$ cat src/rtl/serial_addsub_seq.sv
// Bit-serial add/subtract sequencer: one full-adder cell processes one bit pair per clock,
// LSB first, with the carry kept in a flip-flop and a start/done handshake.

module FullAdder_1bit (
    input  logic in0,
    input  logic in1,
    input  logic carry_in,
    output logic sum_out,
    output logic carry_out
);
    assign sum_out   = in0 ^ in1 ^ carry_in;
    assign carry_out = (in0 & in1) | (carry_in & (in0 ^ in1));
endmodule

module serial_addsub_seq #(
    parameter int WIDTH = 8
) (
    input  logic             clk,
    input  logic             rst_n,
    input  logic             start,
    input  logic             op_sub,
    input  logic [WIDTH-1:0] a,
    input  logic [WIDTH-1:0] b,
    output logic             busy,
    output logic             done,
    output logic [WIDTH-1:0] result,
    output logic             carry_out,
    output logic             overflow,
    output logic             zero
);
    localparam int CW = (WIDTH > 1) ? $clog2(WIDTH) : 1;

    typedef enum logic [1:0] {
        IDLE = 2'd0,
        RUN  = 2'd1,
        DONE = 2'd2
    } state_t;

    state_t           state_reg;
    state_t           state_next;
    logic [WIDTH-1:0] sa_reg;
    logic [WIDTH-1:0] sb_reg;
    logic [WIDTH-1:0] acc_reg;
    logic             carry_reg;
    logic [CW-1:0]    cnt_reg;
    logic [WIDTH-1:0] result_reg;
    logic             carry_out_reg;
    logic             overflow_reg;
    logic             zero_reg;

    logic             fa_sum;
    logic             fa_cout;
    logic             last_bit;
    logic [WIDTH-1:0] acc_next;

    FullAdder_1bit u_fa (
        .in0       (sa_reg[0]),
        .in1       (sb_reg[0]),
        .carry_in  (carry_reg),
        .sum_out   (fa_sum),
        .carry_out (fa_cout)
    );

    assign last_bit = (cnt_reg == CW'(WIDTH - 1));
    assign acc_next = {fa_sum, acc_reg[WIDTH-1:1]};

    always_comb begin
        state_next = state_reg;
        case (state_reg)
            IDLE:    if (start) state_next = RUN;
            RUN:     if (last_bit) state_next = DONE;
            DONE:    state_next = IDLE;
            default: state_next = IDLE;
        endcase
    end

    always_ff @(posedge clk or negedge rst_n) begin
        if (!rst_n) begin
            state_reg <= IDLE;
        end else begin
            state_reg <= state_next;
        end
    end

    // Subtraction is a + ~b + 1: the +1 enters through the initial carry.
    always_ff @(posedge clk or negedge rst_n) begin
        if (!rst_n) begin
            sa_reg        <= '0;
            sb_reg        <= '0;
            acc_reg       <= '0;
            carry_reg     <= 1'b0;
            cnt_reg       <= '0;
            result_reg    <= '0;
            carry_out_reg <= 1'b0;
            overflow_reg  <= 1'b0;
            zero_reg      <= 1'b0;
        end else begin
            case (state_reg)
                IDLE: begin
                    if (start) begin
                        sa_reg    <= a;
                        sb_reg    <= op_sub ? ~b : b;
                        carry_reg <= op_sub;
                        cnt_reg   <= '0;
                    end
                end
                RUN: begin
                    sa_reg    <= sa_reg >> 1;
                    sb_reg    <= sb_reg >> 1;
                    acc_reg   <= acc_next;
                    carry_reg <= fa_cout;
                    cnt_reg   <= cnt_reg + CW'(1);
                    // On the MSB the adder's carry_in is the carry into the sign bit,
                    // so signed overflow is that XOR the final carry.
                    if (last_bit) begin
                        result_reg    <= acc_next;
                        carry_out_reg <= fa_cout;
                        overflow_reg  <= carry_reg ^ fa_cout;
                        zero_reg      <= (acc_next == '0);
                    end
                end
                default: ;
            endcase
        end
    end

    assign busy      = (state_reg != IDLE);
    assign done      = (state_reg == DONE);
    assign result    = result_reg;
    assign carry_out = carry_out_reg;
    assign overflow  = overflow_reg;
    assign zero      = zero_reg;

endmodule

$ cat config.mk
export PLATFORM = sky130hd
export DESIGN_NAME = serial_addsub_seq
export DESIGN_NICKNAME = d
export VERILOG_FILES = /design/src/rtl/serial_addsub_seq.sv
export SDC_FILE = /design/constraint.sdc
export NUM_CORES = 1
export LEC_CHECK = 0
export ABC_CLOCK_PERIOD_IN_PS = 1730
export BUFFER_PORTS_ARGS = -buffer_cell sky130_fd_sc_hd__buf_2
export CAP_MARGIN = 20
export CORE_MARGIN = 3
export CORE_UTILIZATION = 45
export CTS_BUF_LIST = sky130_fd_sc_hd__clkbuf_8
export CTS_CLUSTER_DIAMETER = 30
export DETAILED_ROUTE_END_ITERATION = 8
export PLACE_DENSITY = 0.66
export SYNTH_ARGS = -nofsm -noshare
export SYNTH_HDL_FRONTEND = slang
export SYNTH_SLANG_ARGS = --single-unit
$ cat constraint.sdc
create_clock -name clk -period 1.73 [get_ports clk]
set_clock_uncertainty 0.05 [all_clocks]
set_input_delay 0.2595 -clock clk [delete_from_list [all_inputs] [get_ports clk]]
set_output_delay 0.2595 -clock clk [all_outputs]
set_load 0.02 [all_outputs]
==> impl_results.rst, run 1 <==
.. list-table::
   :header-rows: 1

   * - Metric
     - Value
   * - Run status
     - finished clean
   * - Share of synthesized flip-flops with an asynchronous set or reset
     - 100.0%
   * - Overall die area
     - 0.005055 sq mm
   * - Worst path slowest cell
     - dfrtp_2
   * - Num CTS Buffers
     - 5
   * - Relative slew slack
     - 66.13%
   * - Syn avg cell area
     - 11.77 sq um
   * - Critical path capture point type
     - output port
   * - Class of the tightest hold or removal check
     - input pin to flop
   * - Number of design-rule violations left by the first detailed-router iteration
     - 50
   * - Leakage power
     - 1.049 nW
   * - Endpoint, Worst Hold
     - sa_reg[4]
   * - DR WL/cell
     - 14.94 microns
   * - Hold Fails Final Rpt
     - 0
   * - Slowest cell delay on critical path
     - 460 ps
   * - Maximum number of pins on one net before global-route repair
     - 41
   * - Path depth of the worst reg2reg path
     - 4
   * - Cell count along the critical path
     - 3
   * - Final Net Count
     - 221
   * - Ratio of cells with drive above 1 in the final layout
     - 35.18%
   * - Number of primary I/O pins
     - 33
   * - Routability congestion estimate
     - 0.8226
   * - Clock latency at the later pin of the worst-skew pair
     - 290 ps
   * - Family of cells with the greatest summed delay on the critical path
     - flip-flops
   * - DR vias/cell
     - 5.406
   * - Total of max-cap violations
     - 0
   * - Post-detail-place hpwl
     - 2595 microns
   * - Biggest area contributors in the synthesized netlist
     - dfrtp_1 52%, mux2_2 8.9%, a22oi_1 4.7%, xnor2_1 3.7%, nor2b_1 3.0%
   * - Total global-route track usage
     - 16.02%
   * - PortBufs
     - 32
   * - Worst vdd ir
     - 0.6874 mV
   * - Post-Layout Inst Area
     - 0.002252 sq mm
   * - Hold depth
     - 3
   * - Period Utilization, post-route
     - 97.13%
   * - Placeable core region
     - 0.004058 sq mm
   * - Start-to-end type of the worst setup path
     - flop to output port
   * - Startpoint Class
     - flop
   * - Cell type with the largest total area after synthesis
     - dfrtp_1
   * - Internal reg-to-reg setup slack
     - 160 ps
   * - Yosys warning total
     - 0
   * - Synthesis-to-layout area growth
     - 18.11%
   * - Worst flop-to-flop path endpoint
     - zero
   * - Final worst slack
     - 49.71 ps
   * - Post-Syn Nets
     - 185
   * - Library cells used by synthesis
     - 30
   * - Buffer and inverter count on the worst path
     - 2
   * - Site row count
     - 23
   * - Prevailing post-synth register cell
     - dfrtp_1
   * - First-pass GRT wire length
     - 6403 microns
   * - Width of the die
     - 71.10 microns
   * - Critical-path cell list
     - buf_4 > or2_2 > buf_2
   * - CTS Buffer Depth
     - 2
   * - Total number of vias
     - 1346
   * - Area fraction of the dominant cell type after synthesis
     - 52.49%
   * - Synthesized instance count
     - 162
   * - TritonCTS clock tree
     - done
   * - DRC violation count after routing
     - 0
   * - # diodes
     - 0
   * - Final TNS setup
     - 0 ps
   * - Unrepaired setup endpoints after global routing
     - no
   * - Starting density of the core
     - 46.99%
   * - Pre-CTS WS
     - 152.5 ps
   * - Clk sink count
     - 40
   * - Height of the die
     - 71.10 microns
   * - Final number of setup-violating endpoints
     - 0
   * - Areal power density over the cells
     - 1717 mW/mm^2
   * - Maximum achievable frequency
     - 595.1 MHz
   * - Origin of the critical flop-to-flop path
     - carry_reg
   * - Remaining global-route overflow
     - 0
   * - Critical path data required time
     - 1420 ps
   * - Wire length reported by the detailed router
     - 3720 microns
   * - Initial DRT Pass Iterations
     - 4
   * - Data arrival time of the critical path
     - 1370 ps
   * - Root cell of the clock tree
     - clkbuf_8
   * - Minimum period implied by the final worst setup slack
     - 1680 ps
   * - Netlist area before placement
     - 0.001907 sq mm
   * - Final Max Tran Viols
     - 0
   * - Number of H-tree levels
     - 2
   * - Least-Margin Pin Slew
     - 508.0 ps
   * - Worst Hold Margin
     - 182.6 ps
   * - Via count of the first global-routing pass
     - 1367
   * - Worst Hold Launch
     - a[4]
   * - Final core utilization
     - 55.50%
   * - Flip-flop and latch count after synthesis
     - 40
   * - Residual antenna-violating net count after detailed routing
     - 0
   * - Crit Path Max Fanout
     - 8
   * - Area after detailed placement
     - 0.002128 sq mm
   * - Post-CTS Setup Repair Bufs
     - 0
   * - Antenna violations before repair
     - 0
   * - Clock-pin slew on the worst setup and hold paths
     - 80 ps
   * - Sequential element share of the synthesized area
     - 52.49%
   * - Number of enable-type register cells in the synthesized netlist
     - 0
==> metal layers <==
metal | part of all wire, % | global-route usage, % | wire length (microns) | up-vias
met5 | 0 | 0 | 0 | -
met4 | 1.3 | 6.472 | 50 | 0
met3 | 4.2 | 2.983 | 157 | 5
met2 | 49 | 25.85 | 1837 | 35
met1 | 45 | 21.34 | 1674 | 660
li1 | - | - | - | 646
==> worst reg2reg max path, stage by stage (launching register included) <==
cell and delay, ps:
dfrtp_1 440, fa_1 540, nor4_1 270, nand2_1 70
o21ai_0 130
==> how the worst max path moves through the flow <==
stage / start / end
3_5_place_dp: carry_reg / zero
4_1_cts: state_reg[0] / busy
6_report: state_reg[0] / busy
5_1_grt: state_reg[0] / busy
3_3_place_gp: state_reg[1] / sb_reg[5]
2_1_floorplan: cnt_reg[0] / carry_out
==> power by group <==
group / switching [mW] / total (mW) / internal [mW] / leakage [nW]
logic: 0.691 / 1.46 / 0.766 / 0.485
clock network: 0.335 / 0.761 / 0.427 / 0.0541
registers: 0.316 / 1.65 / 1.33 / 0.510
total: 1.34 / 3.87 / 2.52 / 1.05
==> cell usage in the layout, fill, tap and decap left out, types with 2 or more instances in the layout <==
cell type / instances
dfrtp_1: 38
buf_2: 32
mux2_2: 15
a22oi_1: 12
o21ai_0: 11
a21oi_1: 9
nand2_1: 9
nor2b_1: 8
xnor2_1: 8
buf_4: 7
inv_1: 5
clkbuf_8: 5
o211ai_1: 4
o32ai_1: 3
a221o_1: 3
and2b_1: 3
nor2_1: 2
mux2_4: 2
a22o_1: 2
nor4_1: 2
o21ai_1: 2
ha_1: 2
dfrtp_2: 2
==> cell usage after synthesis, types with 2 or more instances <==
master and instances:
inv_1 5, nor2b_1 9, o211ai_1 4, a21oi_1 9, xnor2_1 8, o32ai_1 3
dfrtp_1 40, nand2_1 9, buf_6 3, o21ai_1 2, a221o_1 3, mux2_2 15
nor4_1 2, a22oi_1 12, clkbuf_1 4, nor2_1 2, mux2_4 2, and2b_1 3
o21ai_0 11, a22o_1 2, buf_2 4, ha_1 2
==> what timing repair did <==
action                                 4_1_cts  5_1_grt
setup endpoints to repair                    0        1
resized for setup                            0        2
hold buffers                                 1        0
endpoints found under the hold margin       40        0
==> layout make-up <==
type | instances | area [sq um]
well taps | 50 | 62.56
inverters | 5 | 18.77
multi-input cells | 105 | 813.3
repair buffers | 41 | 242.7
clock buffers | 5 | 68.82
clock inverters | 3 | 42.54
fillers | 345 | 1805
flip-flops and latches | 40 | 1003
==> through the flow <==
stage | cells | total power, mW
4_1_cts | 249 | 3.903
2_1_floorplan | 162 | 2.714
5_1_grt | 249 | 4.129
3_5_place_dp | 240 | 3.145
3_3_place_gp | 240 | 3.052
6_report | 249 | 3.867
==> kinds of logic after synthesis <==
group           after synthesis  share of synthesized area, %
simple gates                 29                         9.121
fa+ha+maj                     3                         2.362
xor+xnor                      9                         4.134
mux                          18                         10.96
buf+inv                      17                         4.987
compound gates               46                         15.95
flops                        40                         52.49
Power figures use the tool's default switching activity.
==> inputs of run 2 (changes only) <==
Settings changed: ABC_CLOCK_PERIOD_IN_PS 1730 to 2000, CELL_PAD_IN_SITES_DETAIL_PLACEMENT from default to 1, CELL_PAD_IN_SITES_GLOBAL_PLACEMENT from default to 2, CORE_UTILIZATION 45 to 41, PLACE_DENSITY 0.66 to default, PLACE_DENSITY_LB_ADDON from default to 0.1.
Clock period 1.73 ns to 2 ns, I/O delays scaled along.
==> run 2 against run 1 <==
  * Utilization is 5.0 points lower
  * Largest cell class unchanged
  * Die area increased by 8.9%
  * Worst hold slack improved by 64 ps
  * Wire length is 11% higher
  * Combinational power shrank 12%
  * Non-clock buffer count decreased by 1
  * Clock power down 26%
  * Highest routed layer unchanged
==> impl_results.rst, run 2 (same netlist as run 1, synthesis figures left out) <==
.. list-table::
   :header-rows: 1

   * - Metric
     - Value
   * - Pre-CTS WS
     - 370.9 ps
   * - Total of max-cap violations
     - 0
   * - PortBufs
     - 32
   * - DR vias/cell
     - 5.492
   * - Proportion of power drawn by flip-flops and latches
     - 43.1%
   * - Routed length on met1
     - 1866 microns
   * - Fill cell count
     - 500
   * - Total number of vias
     - 1373
   * - Final TNS setup
     - 0 ps
   * - Relative slew slack
     - 68.12%
   * - DR WL/cell
     - 16.54 microns
   * - Synthesis-to-layout area growth
     - 16.99%
   * - Residual antenna-violating net count after detailed routing
     - 0
   * - Slowest cell delay on critical path
     - 360 ps
   * - TritonCTS clock tree
     - done
   * - Final number of setup-violating endpoints
     - 0
   * - Critical path capture point type
     - output port
   * - FF+latch area
     - 0.001001 sq mm
   * - Unrepaired setup endpoints after global routing
     - no
   * - Run status
     - finished clean
   * - Starting density of the core
     - 43.20%
   * - Period Utilization, post-route
     - 84.71%
   * - Height of the die
     - 74.20 microns
   * - Leakage power
     - 1.035 nW
   * - Total global-route track usage
     - 16.41%
   * - DRC violation count after routing
     - 0
   * - Worst Hold Margin
     - 246.6 ps
   * - Via count of the first global-routing pass
     - 1414
   * - Worst Hold Launch
     - a[0]
   * - Class of the tightest hold or removal check
     - input pin to flop
   * - Clock Power Share
     - 17.3%
   * - Worst vdd ir
     - 0.6025 mV
   * - Most frequent standard cell in the layout excluding fill and tap cells
     - dfrtp_1
   * - Origin of the critical flop-to-flop path
     - state_reg[0]
   * - Internal power
     - 2.065 mW
   * - Placeable core region
     - 0.004414 sq mm
   * - Clock latency at the later pin of the worst-skew pair
     - 290 ps
   * - Routability congestion estimate
     - 0.7190
   * - Met2 wire len
     - 2050 microns
   * - Areal power density over the cells
     - 1457 mW/mm^2
   * - Post-CTS Setup Repair Bufs
     - 0
   * - Data arrival time of the critical path
     - 1340 ps
   * - Site row count
     - 24
   * - Number of hold buffers added after CTS
     - 1
   * - Multi-input gate area in the final layout
     - 813.3 sq um
   * - Root cell of the clock tree
     - clkbuf_8
   * - Post-detail-place hpwl
     - 2974 microns
   * - Initial DRT Pass Iterations
     - 4
   * - Least-Margin Pin Slew
     - 476.1 ps
   * - Minimum period implied by the final worst setup slack
     - 1694 ps
   * - Worst path slowest cell
     - dfrtp_1
   * - Ratio of cells with drive above 1 in the final layout
     - 33.84%
   * - Share of total power consumed by net switching
     - 36.46%
   * - Remaining global-route overflow
     - 0
   * - Clock-pin slew on the worst setup and hold paths
     - 80 ps
   * - Proportion of power drawn by combinational gates
     - 39.5%
   * - Critical-path cell list
     - buf_4 > or2_2 > buf_2
   * - Critical path data required time
     - 1650 ps
   * - Switching power of the nets
     - 1.185 mW
   * - Crit Path Max Fanout
     - 20
   * - Startpoint Class
     - flop
   * - Maximum achievable frequency
     - 590.3 MHz
   * - Clk sink count
     - 40
   * - Start point of the critical path
     - state_reg[0]
   * - Maximum number of pins on one net before global-route repair
     - 23
   * - Final Net Count
     - 220
   * - Wire length on met3
     - 183 microns
   * - Antenna violations before repair
     - 0
   * - Area after detailed placement
     - 0.002123 sq mm
   * - Number of H-tree levels
     - 2
   * - Hold Fails Final Rpt
     - 0
   * - Pwr Total
     - 3.250 mW
   * - First-pass GRT wire length
     - 6865 microns
   * - Number of design-rule violations left by the first detailed-router iteration
     - 58
   * - Highest layer used for signal routing
     - met4
   * - Width of the die
     - 74.20 microns
   * - Wire length reported by the detailed router
     - 4136 microns
   * - Overall die area
     - 0.005505 sq mm
   * - Start-to-end type of the worst setup path
     - flop to output port
   * - Post-Layout Inst Area
     - 0.002231 sq mm
   * - Commonest cells after routing, fill and taps aside
     - 40 x dfrtp_1, 32 x buf_2, 15 x mux2_2
   * - Number of primary I/O pins
     - 33
   * - CTS Buffer Depth
     - 2
   * - Total of cells resized after clock tree synthesis
     - 0
   * - Final Max Tran Viols
     - 0
   * - # diodes
     - 0
   * - Num CTS Buffers
     - 5
   * - Final worst slack
     - 305.8 ps
-- run 2: cell types whose count changed in the layout (fill, tap and decap cells not counted) --
cell | previous run | this run
dfrtp_1 | 38 | 40
buf_4 | 7 | 6
clkinvlp_4 | 1 | 2
clkbuf_8 | 5 | 6
bufinv_16 | 1 | 0
clkinv_2 | 1 | 0
dfrtp_2 | 2 | 0
-- run 2: layer usage --
layer	up-vias	track usage (%)
li1	650	-
met1	683	21.94
met2	36	26.77
met3	4	3.649
met4	0	4.829
met5	-	0
-- run 2: final timing paths --
kind | end | slack, ps | cells past startpoint
max in group asynchronous | sb_reg[5] | 970 | 3
min in group asynchronous | result[6] | 450 | 2
hold / removal | sa_reg[0] | 250 | 3
setup reg to reg | sb_reg[2] | 370 | 5
hold reg to reg | zero | 430 | 2
setup / recovery | busy | 310 | 3
-- run 2: final cells by class --
class                      count  share of cell area (%)
clock inverter                 2                  0.6730
sequential                    40                   44.87
inverter                       5                  0.8413
timing repair buffer          40                   10.54
clock buffer                   6                   3.702
tap                           52                   2.916
multi-input combinational    105                   36.46
-- run 2: power groups by stage --
stage / clock, mW / combinational [mW] / sequential (mW)
after global placement: 0 / 1.24 / 1.39
after floorplan: 0 / 0.876 / 1.47
after global routing: 0.617 / 1.42 / 1.46
after CTS: 0.578 / 1.31 / 1.41
final: 0.564 / 1.28 / 1.40
after detailed placement: 0 / 1.30 / 1.42
-- run 2: critical path, delay by kind of cell (launching register included) --
family                 cells  cell delay, ps
AND/OR/NAND/NOR            1             330
buffers and inverters      2             370
flip-flops                 1             360
-- run 2: through the flow --
step	util, %	std cells
CTS	50.54	250
finish	50.54	250
detailed placement	48.10	241
global route	50.54	250
global placement	48.10	241
floorplan	-	162
